$ cat src/rtl/dmem_arbiter_if.sv
// Bus bundle between the data-memory arbiter, its two requesters (CPU, external)
// and the single-port data memory.
interface dmem_arbiter_if #(
  parameter int ADDR_W = 5,
  parameter int DATA_W = 16
);
  logic              cpu_req;
  logic              cpu_we;
  logic [ADDR_W-1:0] cpu_addr;
  logic [DATA_W-1:0] cpu_wdata;
  logic              cpu_gnt;
  logic              cpu_rvalid;
  logic [DATA_W-1:0] cpu_rdata;

  logic              ext_req;
  logic              ext_we;
  logic [ADDR_W-1:0] ext_addr;
  logic [DATA_W-1:0] ext_wdata;
  logic              ext_last;
  logic              ext_gnt;
  logic              ext_rvalid;
  logic [DATA_W-1:0] ext_rdata;

  logic              mem_we;
  logic [ADDR_W-1:0] mem_addr;
  logic [DATA_W-1:0] mem_wdata;
  logic [DATA_W-1:0] mem_rdata;

  modport slave (
    input  cpu_req, cpu_we, cpu_addr, cpu_wdata,
    output cpu_gnt, cpu_rvalid, cpu_rdata,
    input  ext_req, ext_we, ext_addr, ext_wdata, ext_last,
    output ext_gnt, ext_rvalid, ext_rdata,
    output mem_we, mem_addr, mem_wdata,
    input  mem_rdata
  );

  modport master (
    output cpu_req, cpu_we, cpu_addr, cpu_wdata,
    input  cpu_gnt, cpu_rvalid, cpu_rdata,
    output ext_req, ext_we, ext_addr, ext_wdata, ext_last,
    input  ext_gnt, ext_rvalid, ext_rdata,
    input  mem_we, mem_addr, mem_wdata,
    output mem_rdata
  );
endinterface

$ cat src/rtl/dmem_arbiter.sv
// Single-port data-memory arbiter between CPU and external requester with bounded bursts.
// Define DMEM_ARB_RR_EN for round-robin fairness; default is fixed CPU priority.
module dmem_arbiter #(
  parameter int ADDR_W    = 5,
  parameter int DATA_W    = 16,
  parameter int MAX_BURST = 4
) (
  input logic          clk,
  input logic          reset,
  dmem_arbiter_if.slave bus
);
  localparam int CNT_W = $clog2(MAX_BURST + 1);

  typedef enum logic [1:0] {
    IDLE    = 2'd0,
    OWN_CPU = 2'd1,
    OWN_EXT = 2'd2
  } state_t;

  state_t            state_r;
  state_t            state_nxt_s;
  logic [CNT_W-1:0]  beat_cnt_r;
  logic              cpu_beat_s;
  logic              ext_beat_s;
  logic              burst_full_s;
  logic              cpu_rvalid_r;
  logic              ext_rvalid_r;
  logic [DATA_W-1:0] cpu_rdata_r;
  logic [DATA_W-1:0] ext_rdata_r;
`ifdef DMEM_ARB_RR_EN
  logic              last_ext_r;
`endif

  assign cpu_beat_s   = (state_r == OWN_CPU) && bus.cpu_req;
  assign ext_beat_s   = (state_r == OWN_EXT) && bus.ext_req;
  // True when the beat in progress is the MAX_BURST-th of this tenure
  assign burst_full_s = (beat_cnt_r >= CNT_W'(MAX_BURST - 1));

  // Next-state selection
  always_comb begin
    state_nxt_s = state_r;
    case (state_r)
      IDLE: begin
        if (bus.cpu_req && bus.ext_req) begin
`ifdef DMEM_ARB_RR_EN
          state_nxt_s = last_ext_r ? OWN_CPU : OWN_EXT;
`else
          state_nxt_s = OWN_CPU;
`endif
        end else if (bus.cpu_req) begin
          state_nxt_s = OWN_CPU;
        end else if (bus.ext_req) begin
          state_nxt_s = OWN_EXT;
        end else begin
          state_nxt_s = IDLE;
        end
      end
      OWN_CPU: begin
        if (!bus.cpu_req) begin
          state_nxt_s = bus.ext_req ? OWN_EXT : IDLE;
`ifdef DMEM_ARB_RR_EN
        end else if (burst_full_s && bus.ext_req) begin
          state_nxt_s = OWN_EXT;
`endif
        end else begin
          state_nxt_s = OWN_CPU;
        end
      end
      OWN_EXT: begin
        if (!bus.ext_req || bus.ext_last || (burst_full_s && bus.cpu_req)) begin
          state_nxt_s = bus.cpu_req ? OWN_CPU : IDLE;
        end else begin
          state_nxt_s = OWN_EXT;
        end
      end
      default: state_nxt_s = IDLE;
    endcase
  end

  // State register and per-tenure beat counter
  always_ff @(posedge clk) begin
    if (reset) begin
      state_r    <= IDLE;
      beat_cnt_r <= '0;
    end else begin
      state_r <= state_nxt_s;
      if (state_nxt_s != state_r) begin
        beat_cnt_r <= '0;
      end else if ((cpu_beat_s || ext_beat_s) && (beat_cnt_r < CNT_W'(MAX_BURST))) begin
        beat_cnt_r <= beat_cnt_r + CNT_W'(1);
      end else begin
        beat_cnt_r <= beat_cnt_r;
      end
    end
  end

`ifdef DMEM_ARB_RR_EN
  // Owner of the most recent tenure, consulted on simultaneous requests
  always_ff @(posedge clk) begin
    if (reset) begin
      last_ext_r <= 1'b1;
    end else if (state_r == OWN_CPU) begin
      last_ext_r <= 1'b0;
    end else if (state_r == OWN_EXT) begin
      last_ext_r <= 1'b1;
    end else begin
      last_ext_r <= last_ext_r;
    end
  end
`endif

  // Read strobes one cycle after a read beat; data held between strobes
  always_ff @(posedge clk) begin
    if (reset) begin
      cpu_rvalid_r <= 1'b0;
      ext_rvalid_r <= 1'b0;
      cpu_rdata_r  <= '0;
      ext_rdata_r  <= '0;
    end else begin
      cpu_rvalid_r <= cpu_beat_s && !bus.cpu_we;
      ext_rvalid_r <= ext_beat_s && !bus.ext_we;
      if (cpu_rvalid_r) cpu_rdata_r <= bus.mem_rdata;
      else              cpu_rdata_r <= cpu_rdata_r;
      if (ext_rvalid_r) ext_rdata_r <= bus.mem_rdata;
      else              ext_rdata_r <= ext_rdata_r;
    end
  end

  assign bus.cpu_gnt    = (state_r == OWN_CPU);
  assign bus.ext_gnt    = (state_r == OWN_EXT);
  assign bus.cpu_rvalid = cpu_rvalid_r;
  assign bus.ext_rvalid = ext_rvalid_r;

  // Memory returns data in the strobe cycle, so pass it through then
  always_comb begin
    bus.cpu_rdata = cpu_rdata_r;
    bus.ext_rdata = ext_rdata_r;
    if (cpu_rvalid_r) bus.cpu_rdata = bus.mem_rdata;
    else              bus.cpu_rdata = cpu_rdata_r;
    if (ext_rvalid_r) bus.ext_rdata = bus.mem_rdata;
    else              bus.ext_rdata = ext_rdata_r;
  end

  // Memory port follows the owner; CPU drives it unless EXT owns the bus
  always_comb begin
    bus.mem_we    = 1'b0;
    bus.mem_addr  = '0;
    bus.mem_wdata = '0;
    if (reset) begin
      bus.mem_we    = 1'b0;
      bus.mem_addr  = '0;
      bus.mem_wdata = '0;
    end else if (state_r == OWN_EXT) begin
      bus.mem_we    = ext_beat_s && bus.ext_we;
      bus.mem_addr  = bus.ext_addr;
      bus.mem_wdata = bus.ext_wdata;
    end else begin
      bus.mem_we    = cpu_beat_s && bus.cpu_we;
      bus.mem_addr  = bus.cpu_addr;
      bus.mem_wdata = bus.cpu_wdata;
    end
  end
endmodule

$ cat src/flat_wrapper.sv
// flat-port wrapper written by rule: the top's interface ports become plain ports
module dmem_arbiter_flat 
#(
  parameter int ADDR_W    = 5,
  parameter int DATA_W    = 16,
  parameter int MAX_BURST = 4
)
  (clk, reset, bus_cpu_req, bus_cpu_we, bus_cpu_addr, bus_cpu_wdata, bus_cpu_gnt, bus_cpu_rvalid, bus_cpu_rdata, bus_ext_req, bus_ext_we, bus_ext_addr, bus_ext_wdata, bus_ext_last, bus_ext_gnt, bus_ext_rvalid, bus_ext_rdata, bus_mem_we, bus_mem_addr, bus_mem_wdata, bus_mem_rdata);
  dmem_arbiter_if #(.ADDR_W(ADDR_W), .DATA_W(DATA_W)) bus_i ();
  input logic clk;
  input logic reset;
  input wire logic [$bits(bus_i.cpu_req)-1:0] bus_cpu_req;
  input wire logic [$bits(bus_i.cpu_we)-1:0] bus_cpu_we;
  input wire logic [$bits(bus_i.cpu_addr)-1:0] bus_cpu_addr;
  input wire logic [$bits(bus_i.cpu_wdata)-1:0] bus_cpu_wdata;
  output wire logic [$bits(bus_i.cpu_gnt)-1:0] bus_cpu_gnt;
  output wire logic [$bits(bus_i.cpu_rvalid)-1:0] bus_cpu_rvalid;
  output wire logic [$bits(bus_i.cpu_rdata)-1:0] bus_cpu_rdata;
  input wire logic [$bits(bus_i.ext_req)-1:0] bus_ext_req;
  input wire logic [$bits(bus_i.ext_we)-1:0] bus_ext_we;
  input wire logic [$bits(bus_i.ext_addr)-1:0] bus_ext_addr;
  input wire logic [$bits(bus_i.ext_wdata)-1:0] bus_ext_wdata;
  input wire logic [$bits(bus_i.ext_last)-1:0] bus_ext_last;
  output wire logic [$bits(bus_i.ext_gnt)-1:0] bus_ext_gnt;
  output wire logic [$bits(bus_i.ext_rvalid)-1:0] bus_ext_rvalid;
  output wire logic [$bits(bus_i.ext_rdata)-1:0] bus_ext_rdata;
  output wire logic [$bits(bus_i.mem_we)-1:0] bus_mem_we;
  output wire logic [$bits(bus_i.mem_addr)-1:0] bus_mem_addr;
  output wire logic [$bits(bus_i.mem_wdata)-1:0] bus_mem_wdata;
  input wire logic [$bits(bus_i.mem_rdata)-1:0] bus_mem_rdata;
  assign bus_i.cpu_req = bus_cpu_req;
  assign bus_i.cpu_we = bus_cpu_we;
  assign bus_i.cpu_addr = bus_cpu_addr;
  assign bus_i.cpu_wdata = bus_cpu_wdata;
  assign bus_cpu_gnt = bus_i.cpu_gnt;
  assign bus_cpu_rvalid = bus_i.cpu_rvalid;
  assign bus_cpu_rdata = bus_i.cpu_rdata;
  assign bus_i.ext_req = bus_ext_req;
  assign bus_i.ext_we = bus_ext_we;
  assign bus_i.ext_addr = bus_ext_addr;
  assign bus_i.ext_wdata = bus_ext_wdata;
  assign bus_i.ext_last = bus_ext_last;
  assign bus_ext_gnt = bus_i.ext_gnt;
  assign bus_ext_rvalid = bus_i.ext_rvalid;
  assign bus_ext_rdata = bus_i.ext_rdata;
  assign bus_mem_we = bus_i.mem_we;
  assign bus_mem_addr = bus_i.mem_addr;
  assign bus_mem_wdata = bus_i.mem_wdata;
  assign bus_i.mem_rdata = bus_mem_rdata;
  dmem_arbiter #(.ADDR_W(ADDR_W), .DATA_W(DATA_W), .MAX_BURST(MAX_BURST)) u_core (.clk(clk), .reset(reset), .bus(bus_i));
endmodule
$ cat config.mk
export PLATFORM = sky130hd
export DESIGN_NAME = dmem_arbiter_flat
export DESIGN_NICKNAME = d
export VERILOG_FILES = /design/src/rtl/dmem_arbiter_if.sv /design/src/rtl/dmem_arbiter.sv /design/src/flat_wrapper.sv
export SDC_FILE = /design/constraint.sdc
export NUM_CORES = 1
export LEC_CHECK = 0
export ABC_AREA = 1
export CAP_MARGIN = 40
export CORE_ASPECT_RATIO = 1.2
export CORE_UTILIZATION = 25
export CTS_BUF_LIST = sky130_fd_sc_hd__clkbuf_4
export CTS_CLUSTER_DIAMETER = 80
export DETAILED_ROUTE_END_ITERATION = 12
export GPL_ROUTABILITY_DRIVEN = 0
export HOLD_SLACK_MARGIN = 0.12
export PLACE_DENSITY = 0.57
export SKIP_CTS_REPAIR_TIMING = 1
export SYNTH_ARGS = -nofsm -noshare
export SYNTH_HDL_FRONTEND = slang
export SYNTH_SLANG_ARGS = --single-unit
$ cat constraint.sdc
create_clock -name clk -period 3 [get_ports clk]
set_input_delay 0.9 -clock clk [delete_from_list [all_inputs] [get_ports clk]]
set_output_delay 0.9 -clock clk [all_outputs]
set_load 0.05 [all_outputs]
==> flow_metrics.py <==
metrics = {
    "critical_path": {
        "crit_family": "buffers and inverters",
        "crit_fanout": 4,
        "timing.critical_path.slowest_stage_cell": "sky130_fd_sc_hd__clkdlybuf4s50_1",
        "timing.critical_path.arrival_ps": 1970,
        "critPathMaxStageDelay_ps": 540,
        "critPathKind": "input pin to primary output",
        "cp_data_required_time_ps": 2100,
        "reg2reg_setup_slack_ps": 1550,
        "critical_path.cell_chain": "clkdlybuf4s50_1, nand3_1, a21oi_1, buf_12",
        "crit_path_start_kind": "input pin",
        "worstPathBufferInverterCount": 2,
        "critPathCaptureType": "primary output",
    },
    "placement": {
        "buffer_ports.inserted": 122,
        "hpwl_mm": 4.947,
    },
    "power_and_ir_drop": {
        "ir_worst_vdd_mv": 0.1856,
        "power.share.switching": 0.3133,
        "comb_pwr_share": 0.339,
        "clock_power_share": 0.225,
        "power-per-cell-area_nw_per_um2": 312.4,
        "total_leakage_power_nw": 1.717,
        "power_report.internal_total_mw": 0.8309,
        "power_switching_mw": 0.3791,
        "share_seq_of_total_power": 0.436,
    },
    "logic_synthesis": {
        "synth_area_um2": 1899,
        "syn_nets": 368,
        "synth_top_family_by_area": "simple AND/OR/NAND/NOR gates",
        "syn-instance-count": 301,
        "synth_xor_area_frac": 0.004611,
        "synthAdderAreaFrac": 0.01318,
        "avgSynthCellArea_um2": 6.310,
        "synth_sequential_area_ratio": 0.4111,
        "synth_mux_area_frac": 0,
        "ys_warn_count": 0,
        "synth.ff_latch_count": 39,
        "synth_area_in_compound_gates": 0.1528,
        "synth_simple_gate_area_frac": 0.3551,
        "distinct_cell_type_count_of_the_synthesized_netlist": 16,
    },
    "sta": {
        "worst_slew_pin_tran_ps": 552.0,
        "min_period_over_period": 0.9559,
        "setup_tns_ps": 0,
        "period_needed_ps": 2868,
        "worst_hold_slack_ps": 474.0,
        "timing.clock.skew_ps": 3.483,
        "clock.fmax_mhz": 348.7,
        "rsz0062_at_grt": "no",
        "timing.max_slew.rel_slack": 0.6308,
        "hold_violations": 0,
        "maxSlewViolCount": 0,
        "report.final.setup_viol": 0,
    },
    "detailed_routing": {
        "detail_route.first_pass.iterations": 4,
        "routed_wl_mm": 6.369,
        "routed_via_density": 4.390,
        "wl_per_cell_um": 12.37,
        "detailroute.via_count": 2261,
        "post_detailed_route_drc_marker_count": 0,
        "drt.antenna.violating_nets": 0,
        "drtIter0Drc": 80,
    },
    "cells_and_area": {
        "total_number_of_nets_in_the_final_design": 491,
        "final_common_cell": "sky130_fd_sc_hd__nand2_1",
        "areaGrowthSynthToFinish_pct": 103.9,
        "antennaDiodeCount": 0,
        "final_layout_size_suffix_gt1_frac": 0.1882,
        "final_cell_mix": "sky130_fd_sc_hd__nand2_1 (108), sky130_fd_sc_hd__clkdlybuf4s50_1 (67), sky130_fd_sc_hd__buf_12 (54)",
    },
    "die": {
        "io-pin-count": 123,
        "core_region_area_um2": 7317,
        "floorplan_die_area_um2": 7951,
        "die_w_um": 81.57,
        "die_h_um": 97.48,
        "start_util": 0.2596,
        "rows": 34,
    },
    "status": {
        "outcome": "complete, no violations",
    },
    "clocking": {
        "cts.path.max_buffers": 2,
        "clkLatencyLatePin_ps": 340,
        "cts_root_buffer": "sky130_fd_sc_hd__clkbuf_4",
        "ctsHtreeMaxLevel": 2,
        "cts_buf_count": 5,
        "clkSlewWorstSetupHoldPaths_ps": 120,
        "clock_sink_count": 39,
        "cts_tree": "built",
    },
    "global_routing": {
        "antenna_found_initial": 0,
        "globalRouteOverflowTotal": 0,
        "global_route.usage.total": 0.1689,
        "grt_pass1_vias": 2229,
        "first_pass_grt_wire_length_mm": 10.41,
        "grt_max_degree": 37,
    },
    "flow_run": {
        "drv.max_cap_violation_count": 0,
    },
    "hold_path": {
        "hp-class": "flop to flop",
    },
}
layout make-up:
cell class | count | area (µm²)
Inverter | 13 | 48.80
Timing Repair Buffer | 132 | 1874
Tap cell | 90 | 112.6
Clock buffer | 6 | 45.04
Fill cell | 699 | 3445
Sequential cell | 39 | 780.7
Clock inverter | 2 | 12.51
Multi-Input combinational cell | 233 | 998.5
worst register-to-register path, stage by stage (launching register included):
cell                      delay [ps]
sky130_fd_sc_hd__dfxtp_1         350
sky130_fd_sc_hd__ha_1            210
sky130_fd_sc_hd__ha_1            170
sky130_fd_sc_hd__nor2_1           80
sky130_fd_sc_hd__nand2_1          60
sky130_fd_sc_hd__nand2_1          70
sky130_fd_sc_hd__nand3_1          80
sky130_fd_sc_hd__a21oi_1         130
sky130_fd_sc_hd__nand3_1         140
sky130_fd_sc_hd__nor2_1          110
metal layers:
| layer | share of wire | global-route usage | routed length (µm) |
|---|---|---|---|
| met4 | 0.022 | 0.07152 | 139 |
| met1 | 0.39 | 0.1806 | 2510 |
| met3 | 0.060 | 0.04977 | 381 |
| met5 | 0 | 0 | 0 |
| met2 | 0.52 | 0.2987 | 3337 |
sequential cells by signal (all words and copies together) (netlist names):
name	cells
u_core.beat_cnt_r	3
u_core.ext_rdata_r	16
u_core.cpu_rdata_r	16
u_core.bus.ext_rvalid	1
u_core.state_r	2
u_core.bus.cpu_rvalid	1
metrics by stage:
step	power, mW	instance area [µm²]	cells	setup slack [ps]	util
6_report	1.210	3872	515	132.3	0.5292
5_1_grt	1.270	3872	515	58.53	0.5292
4_1_cts	1.225	3840	514	74.17	0.5248
3_5_place_dp	0.9479	3782	506	74.17	0.5169
3_3_place_gp	0.9461	3782	506	86.09	0.5169
2_1_floorplan	0.7072	1899	301	36.25	-
power by group through the flow:
stage               sequential, mW  clock, mW  combinational (mW)
global route                 0.529      0.308               0.432
detailed placement           0.540          0               0.408
finish                       0.528      0.272               0.410
CTS                          0.528      0.288               0.409
floorplan                    0.540          0               0.167
global placement             0.540          0               0.407
cell families (layout without fill, tap and decap cells):
family                   Yosys count  count (layout)
flip-flops                        39              39
AND/OR/NAND/NOR                  172             172
XOR/XNOR                           1               1
AO/OA/AOI/OAI                     58              58
adder cells (fa/ha/maj)            2               2
buffers and inverters             29             153
synthesized netlist by cell type:
cell | n | area share
sky130_fd_sc_hd__a21oi_1 | 34 | 0.090
sky130_fd_sc_hd__buf_1 | 1 | 0.0020
sky130_fd_sc_hd__buf_2 | 9 | 0.024
sky130_fd_sc_hd__clkbuf_1 | 6 | 0.012
sky130_fd_sc_hd__dfxtp_1 | 39 | 0.41
sky130_fd_sc_hd__ha_1 | 2 | 0.013
sky130_fd_sc_hd__inv_1 | 11 | 0.022
sky130_fd_sc_hd__inv_2 | 2 | 0.0040
sky130_fd_sc_hd__nand2_1 | 108 | 0.21
sky130_fd_sc_hd__nand2_2 | 4 | 0.013
sky130_fd_sc_hd__nand3_1 | 6 | 0.016
sky130_fd_sc_hd__nor2_1 | 50 | 0.099
sky130_fd_sc_hd__nor2_4 | 1 | 0.0059
sky130_fd_sc_hd__nor3_1 | 3 | 0.0079
sky130_fd_sc_hd__o21ai_0 | 24 | 0.063
sky130_fd_sc_hd__xnor2_1 | 1 | 0.0046
worst paths after layout:
check / endpoint / startpoint / depth (start not counted)
min: u_core.cpu_rdata_r[9]$_SDFF_PP0_ / u_core.cpu_rdata_r[9]$_SDFF_PP0_ / 2
max reg2reg: u_core.beat_cnt_r[2]$_SDFFE_PP0P_ / u_core.beat_cnt_r[0]$_SDFFE_PP0P_ / 9
max: bus_mem_we / bus_ext_req / 4
min reg2reg: u_core.cpu_rdata_r[9]$_SDFF_PP0_ / u_core.cpu_rdata_r[9]$_SDFF_PP0_ / 2
(Power assumes the default switching activity.)
